File: config.mk
export PLATFORM = sky130hd
export DESIGN_NAME = muldiv_unit
export DESIGN_NICKNAME = d
export VERILOG_FILES = /design/src/rtl/muldiv_unit_pkg.sv /design/src/rtl/muldiv_iter_core.sv /design/src/rtl/muldiv_unit.sv
export SDC_FILE = /design/constraint.sdc
export NUM_CORES = 1
export LEC_CHECK = 0
export ABC_AREA = 1
export BUFFER_PORTS_ARGS = -buffer_cell sky130_fd_sc_hd__buf_4
export CORE_MARGIN = 2
export CORE_UTILIZATION = 45
export DETAILED_ROUTE_END_ITERATION = 12
export PLACE_DENSITY = 0.6
export SETUP_SLACK_MARGIN = 0.5
export SYNTH_ARGS = -nofsm -noshare
export SYNTH_HDL_FRONTEND = slang
export SYNTH_SLANG_ARGS = --single-unit
File: constraint.sdc
create_clock -name clk -period 5 [get_ports clk]
set_input_delay 0.75 -clock clk [delete_from_list [all_inputs] [get_ports clk]]
set_output_delay 0.75 -clock clk [all_outputs]
set_load 0.01 [all_outputs]
File: src/rtl/muldiv_unit_pkg.sv
// muldiv_unit_pkg: funct3 operation codes, FSM state encoding and operand-class helpers
// shared by muldiv_unit and its testbench.
package muldiv_unit_pkg;
    localparam logic [2:0] F3_MUL    = 3'b000;
    localparam logic [2:0] F3_MULH   = 3'b001;
    localparam logic [2:0] F3_MULHSU = 3'b010;
    localparam logic [2:0] F3_MULHU  = 3'b011;
    localparam logic [2:0] F3_DIV    = 3'b100;
    localparam logic [2:0] F3_DIVU   = 3'b101;
    localparam logic [2:0] F3_REM    = 3'b110;
    localparam logic [2:0] F3_REMU   = 3'b111;

    typedef enum logic [1:0] {S_IDLE, S_CALC, S_FIX, S_DONE} state_t;

    function automatic logic op_is_div(input logic [2:0] f);
        return f == F3_DIV || f == F3_DIVU || f == F3_REM || f == F3_REMU;
    endfunction

    function automatic logic op_is_rem(input logic [2:0] f);
        return f == F3_REM || f == F3_REMU;
    endfunction

    function automatic logic op_sgn_a(input logic [2:0] f);
        return f == F3_MULH || f == F3_MULHSU || f == F3_DIV || f == F3_REM;
    endfunction

    function automatic logic op_sgn_b(input logic [2:0] f);
        return f == F3_MULH || f == F3_DIV || f == F3_REM;
    endfunction
endpackage

File: src/rtl/muldiv_iter_core.sv
// muldiv_iter_core: unsigned radix-2 engine; shift-add multiply ({o_hi,o_lo} = a*b)
// or restoring divide (o_lo = a/b, o_hi = a%b) after XLEN steps.
module muldiv_iter_core #(
    parameter int XLEN = 32
) (
    input  logic            clk,
    input  logic            rst,
    input  logic            i_load,
    input  logic            i_step,
    input  logic            i_is_div,
    input  logic [XLEN-1:0] i_a,
    input  logic [XLEN-1:0] i_b,
    output logic [XLEN-1:0] o_hi,
    output logic [XLEN-1:0] o_lo
);
    logic [XLEN-1:0] r_acc, r_lo, r_b, w_diff;
    logic [XLEN:0]   w_sum, w_shl;
    logic            w_ge;

    assign w_sum  = {1'b0, r_acc} + (r_lo[0] ? {1'b0, r_b} : '0);
    // Partial remainder stays below the divisor, so the difference always fits XLEN bits.
    assign w_shl  = {r_acc, r_lo[XLEN-1]};
    assign w_ge   = w_shl >= {1'b0, r_b};
    assign w_diff = w_shl[XLEN-1:0] - r_b;
    assign o_hi   = r_acc;
    assign o_lo   = r_lo;

    always_ff @(posedge clk or posedge rst) begin
        if (rst) begin
            r_acc <= '0;
            r_lo  <= '0;
            r_b   <= '0;
        end else if (i_load) begin
            r_acc <= '0;
            r_lo  <= i_a;
            r_b   <= i_b;
        end else if (i_step) begin
            r_acc <= i_is_div ? (w_ge ? w_diff : w_shl[XLEN-1:0]) : w_sum[XLEN:1];
            r_lo  <= i_is_div ? {r_lo[XLEN-2:0], w_ge} : {w_sum[0], r_lo[XLEN-1:1]};
        end
    end
endmodule

File: src/rtl/muldiv_unit.sv
// muldiv_unit: RV M-extension multiply/divide with sign handling and IDLE/CALC/FIX/DONE FSM.
// Define MULDIV_FAST_MUL_EN for single-cycle combinational multiplies.
module muldiv_unit
    import muldiv_unit_pkg::*;
#(
    parameter int XLEN = 32
) (
    input  logic            clk,
    input  logic            rst,
    input  logic            start,
    input  logic [2:0]      funct3,
    input  logic [XLEN-1:0] rs1,
    input  logic [XLEN-1:0] rs2,
    input  logic            flush,
    output logic            busy,
    output logic            done,
    output logic [XLEN-1:0] result
);
    localparam int CW = $clog2(XLEN + 1);
    localparam logic [XLEN-1:0] MIN_NEG = {1'b1, {(XLEN-1){1'b0}}};

    state_t            r_state, w_next;
    logic [2:0]        r_f3;
    logic              r_neg_a, r_neg_b;
    logic [CW-1:0]     r_cnt;
    logic [XLEN-1:0]   r_result;
    logic              w_accept, w_is_div, w_neg_a, w_neg_b, w_div0, w_ovf, w_fast, w_direct;
    logic              w_res_en;
    logic [XLEN-1:0]   w_mag_a, w_mag_b, w_hi, w_lo, w_special, w_fast_res, w_fix, w_res_d;
    logic [2*XLEN-1:0] w_prod_fix;

    assign w_accept  = start && !flush && (r_state == S_IDLE || r_state == S_DONE);
    assign w_is_div  = op_is_div(funct3);
    assign w_neg_a   = op_sgn_a(funct3) && rs1[XLEN-1];
    assign w_neg_b   = op_sgn_b(funct3) && rs2[XLEN-1];
    assign w_mag_a   = w_neg_a ? -rs1 : rs1;
    assign w_mag_b   = w_neg_b ? -rs2 : rs2;
    assign w_div0    = w_is_div && rs2 == '0;
    assign w_ovf     = w_is_div && op_sgn_b(funct3) && rs1 == MIN_NEG && rs2 == '1;
    // Divide-by-zero and signed overflow resolve at accept: quotient -1 or rs1, remainder rs1 or 0.
    assign w_special = op_is_rem(funct3) ? (w_div0 ? rs1 : '0) : (w_div0 ? '1 : rs1);

`ifdef MULDIV_FAST_MUL_EN
    logic [2*XLEN-1:0] w_prod;
    assign w_prod     = {{XLEN{w_neg_a}}, rs1} * {{XLEN{w_neg_b}}, rs2};
    assign w_fast     = !w_is_div;
    assign w_fast_res = funct3 == F3_MUL ? w_prod[XLEN-1:0] : w_prod[2*XLEN-1:XLEN];
`else
    assign w_fast     = 1'b0;
    assign w_fast_res = '0;
`endif

    assign w_direct = w_div0 || w_ovf || w_fast;

    muldiv_iter_core #(.XLEN(XLEN)) u_core (
        .clk      (clk),
        .rst      (rst),
        .i_load   (w_accept && !w_direct),
        .i_step   (r_state == S_CALC),
        .i_is_div (op_is_div(r_f3)),
        .i_a      (w_mag_a),
        .i_b      (w_mag_b),
        .o_hi     (w_hi),
        .o_lo     (w_lo)
    );

    assign w_prod_fix = (r_neg_a ^ r_neg_b) ? -{w_hi, w_lo} : {w_hi, w_lo};
    assign w_fix = op_is_div(r_f3)
                 ? (op_is_rem(r_f3) ? (r_neg_a ? -w_hi : w_hi) : ((r_neg_a ^ r_neg_b) ? -w_lo : w_lo))
                 : (r_f3 == F3_MUL ? w_prod_fix[XLEN-1:0] : w_prod_fix[2*XLEN-1:XLEN]);
    assign w_res_en = !flush && ((w_accept && w_direct) || r_state == S_FIX);
    assign w_res_d  = r_state == S_FIX ? w_fix : (w_fast ? w_fast_res : w_special);

    always_comb begin
        w_next = r_state;
        if (flush)
            w_next = S_IDLE;
        else if (w_accept)
            w_next = w_direct ? S_DONE : S_CALC;
        else if (r_state == S_CALC && r_cnt == CW'(XLEN - 1))
            w_next = S_FIX;
        else if (r_state == S_FIX)
            w_next = S_DONE;
        else if (r_state == S_DONE)
            w_next = S_IDLE;
    end

    always_ff @(posedge clk or posedge rst) begin
        if (rst) begin
            r_state  <= S_IDLE;
            r_f3     <= '0;
            r_neg_a  <= 1'b0;
            r_neg_b  <= 1'b0;
            r_cnt    <= '0;
            r_result <= '0;
        end else begin
            r_state <= w_next;
            r_cnt   <= r_state == S_CALC ? r_cnt + 1'b1 : '0;
            if (w_accept) begin
                r_f3    <= funct3;
                r_neg_a <= w_neg_a;
                r_neg_b <= w_neg_b;
            end
            if (w_res_en)
                r_result <= w_res_d;
        end
    end

    assign busy   = r_state == S_CALC || r_state == S_FIX;
    assign done   = r_state == S_DONE;
    assign result = r_result;
endmodule

==> impl_results.md <==
* Via density at approximately 5.7
* GRT Residual Overflow at 0
* Worst R2R Setup Slack at roughly 1.5 ns
* Placer Congestion at 1.07
* Hold WC Path Type: flop to flop
* Cell Rows at 74
* Layout cells sized above 1 at 6.48%
* Crit path max-delay family: simple AND/OR/NAND/NOR gates
* Slowest library cell on the worst path: dfrtp_1
* Setup crit start: u_core.o_hi[2]
* Routed via count at around 23000
* Status: finished, final reports clean
* Final hold vios at 0
* Syn Nets at roughly 3500
* Cts repair resizes at 0
* Seq/Total Area, Yosys at a little under a fifth
* Postcts setup bufs at 0
* Max Used Layer: met5
* Setup TNS at 0 ns
* Vias in the first global route at 20700
* Number of flops mapped to enable cells by yosys at 0
* Slew Limit Fails at 0
* Type of origin of the critical path: flop
* Root Driver: clkbuf_16
* PD cells at 663 mW/mm2
* Worst vdd ir at roughly 0.44 mV
* CTS Hold Bufs at 0
* First-pass GRT wire length at 125000 um
* Ports at 105
* Yosys warnings at 0
* Max Cap Viol at 0
* Period utilization at 70.6%
* Worst-margin pin slew at 1.07 ns
* Worst path buffer plus inverter count at 1
* H-tree lvl count at 4
* CTS tree: yes
* Fin Clk Skew at 0.0120 ns
* Power Total at between 0.01 and 0.015 W
* # nets final at 3605
* Cell repeated most along the worst path: nand2_1
* Fmax at between 0.2 and 0.3 GHz
* Die height at 206 um
* Max clock buf depth at 2
* #FFs+latches synth at around 140
* Starting density of the core at 45.3%
* CP required at 5.38 ns
* Drt wl/cell at 21.0 um
* Main synth FF type: dfrtp_1
* Netlist cell types at 47
* Cell area after synthesis at 0.0184 mm2
* DRT antenna net count at 0
* Largest net degree at the start of global routing at 142
* Layout area overhead at 10.1%
* Die area at approximately 0.043 mm2
* CTS Sinks at 141
* Synth Area per Inst at 5.41 um2
* Initial DRC Count at ~2800
* Area contributors post-synth: nand2_1, dfrtp_1, nand3_1
* Hpwl dp at 67100 um
* Critical Path End Type: flop
* Max incr delay on CP at 0.62 ns
* Levels on crit path at 15
* Leak at 10.9 nW
* Post-synth top area cell: nand2_1
* Met2 Routed Length at approximately 33000 um
* R2r startpoint: u_core.o_hi[2]
* Final min period at 3.53 ns
* Routed WL at 84000 um
* DRC at 0
* Cells after Synth at 3403
* CORE AREA at 0.0406 mm2
* Initial antenna violation count at 5
* Reg clk slew, reported paths at ~0.07 ns
* Critical-path cell list: ha_1 > nand2_1 > inv_1 > nand2_1 > nand2_1 > nand2_1 > nand3_1 > nand2_1 > nand2_1 > nand2_2 > nand2_4 > nor2_4 > nand2_1 > nand4_1 > nand2_1
* Critical path class: flop to flop
* # setup viols final at 0
* Die X at between 200 and 250 um
* Min Hold Slack at 0.474 ns
* Setup crit end: u_core.o_hi[10]
* IO Port Bufs at 104
* Worst reg2reg endpoint: u_core.o_hi[10]
* Crit-path max FO at 21
* Critical path arrival at between 3 and 4 ns
* Total GRT Usage at 39.5%
* Met1 WL at 37400 um
* RSZ-0062 raised after global routing: false
* Clock Latency Late Sink at 0.50 ns
* Worst relative slew slack at 28.5%
* Num CTS Buffers at 17
* Cell count of the worst reg-to-reg path at 15
* Routed met3 length at 11000 um
* Post-synth top area share at 24.7%
* Fraction of registers with async set/reset at 100%
* First-pass DRT Iterations at 6
metal layers:
layer / global-route usage, % / up-vias
li1: - / 10900
met1: 57.4 / 10600
met2: 54.7 / 1357
met3: 12.2 / 149
met4: 13.2 / 6
met5: 0 / -
cell type report:
class	count	area [um2]
clock buffer	17	425
clock inverter	15	199
inverter	476	1790
antenna	2	5.00
multi-input combinational	2679	12600
sequential	141	3530
fill	4559	20400
tap	532	666
timing repair buffer	144	1090
sequential cells by signal (all words and copies together), names as in the netlist:
signal	flops
r_neg_a	1
u_core.o_hi	32
r_state	2
r_neg_b	1
u_core.r_b	32
result	32
r_f3	3
u_core.o_lo	32
r_cnt	6
cells in the final DEF, fill, tap and decap left out, drive strengths merged, types with 17 or more instances in the layout:
cell,n
nor3,42
ha,73
a21oi,117
inv,480
nand2,1220
buf,144
dfrtp,141
clkbuf,17
nand4,64
nor2,447
o22ai,21
nand3,356
xnor2,22
o21ai,185
xor2,60
through the flow:
| step | cell area [um2] | instances | setup slack [ns] | utilization (%) |
|---|---|---|---|---|
| floorplan | 18400 | 3403 | 2.49 | - |
| global placement | 19700 | 3972 | 1.05 | 48.4 |
| detailed placement | 19700 | 3972 | 1.02 | 48.4 |
| CTS | 20300 | 4004 | 1.54 | 49.9 |
| global route | 20300 | 4004 | 1.23 | 49.9 |
| finish | 20300 | 4006 | 1.47 | 49.9 |
synthesized netlist by cell type (5+ instances only):
library cell,n
o211ai_1,5
and2_1,5
inv_1,466
nand2_1,1213
buf_1,7
dfrtp_1,141
nor4_1,6
o21ai_0,175
nor2_2,11
nand4_1,64
ha_1,73
o21ai_1,10
xor2_1,60
xnor2_1,21
buf_2,33
inv_2,8
nand3b_1,11
clkbuf_1,49
a21oi_1,117
buf_4,10
nand3_1,354
o21bai_1,10
or2_2,10
nor2_1,434
nand2_2,6
nor3_1,40
buf_6,8
o22ai_1,21
power by group:
group | switching, W | internal [W] | total, W
clock | 0.000664 | 0.000721 | 0.00139
sequential | 0.000867 | 0.00161 | 0.00247
combinational | 0.00677 | 0.00282 | 0.00960
worst register-to-register path: cells and delay by family (launching register included):
kind                       cells  cell delay [ns]
adders and majority gates      1             0.41
buffers and inverters          1             0.08
DFF                            1             0.62
and+or+nand+nor               13             2.32
cells by family (layout without fill, tap and decap cells):
group	after synthesis	after routing	share of synthesized area, %
AND/OR/NAND/NOR	2165	2165	48.8
buffers and inverters	583	652	12.6
AO/OA/AOI/OAI	357	357	10.3
flip-flops	141	141	19.2
XOR/XNOR	82	82	3.94
adder cells (fa/ha/maj)	75	75	5.17
other	0	2	0
how the worst min path moves through the flow:
stage / start / end / slack, ns / cells after the start
after detailed placement: r_cnt[0] / r_cnt[0] / 0.45 / 1
after global placement: r_cnt[0] / r_cnt[0] / 0.45 / 1
final: r_cnt[0] / r_cnt[0] / 0.47 / 1
after global routing: result[8] / result[8] / 0.50 / 2
after floorplan: r_cnt[0] / r_cnt[0] / 0.43 / 1
after CTS: r_cnt[0] / r_cnt[0] / 0.48 / 1
No activity file was read; power rests on OpenSTA's default activity.
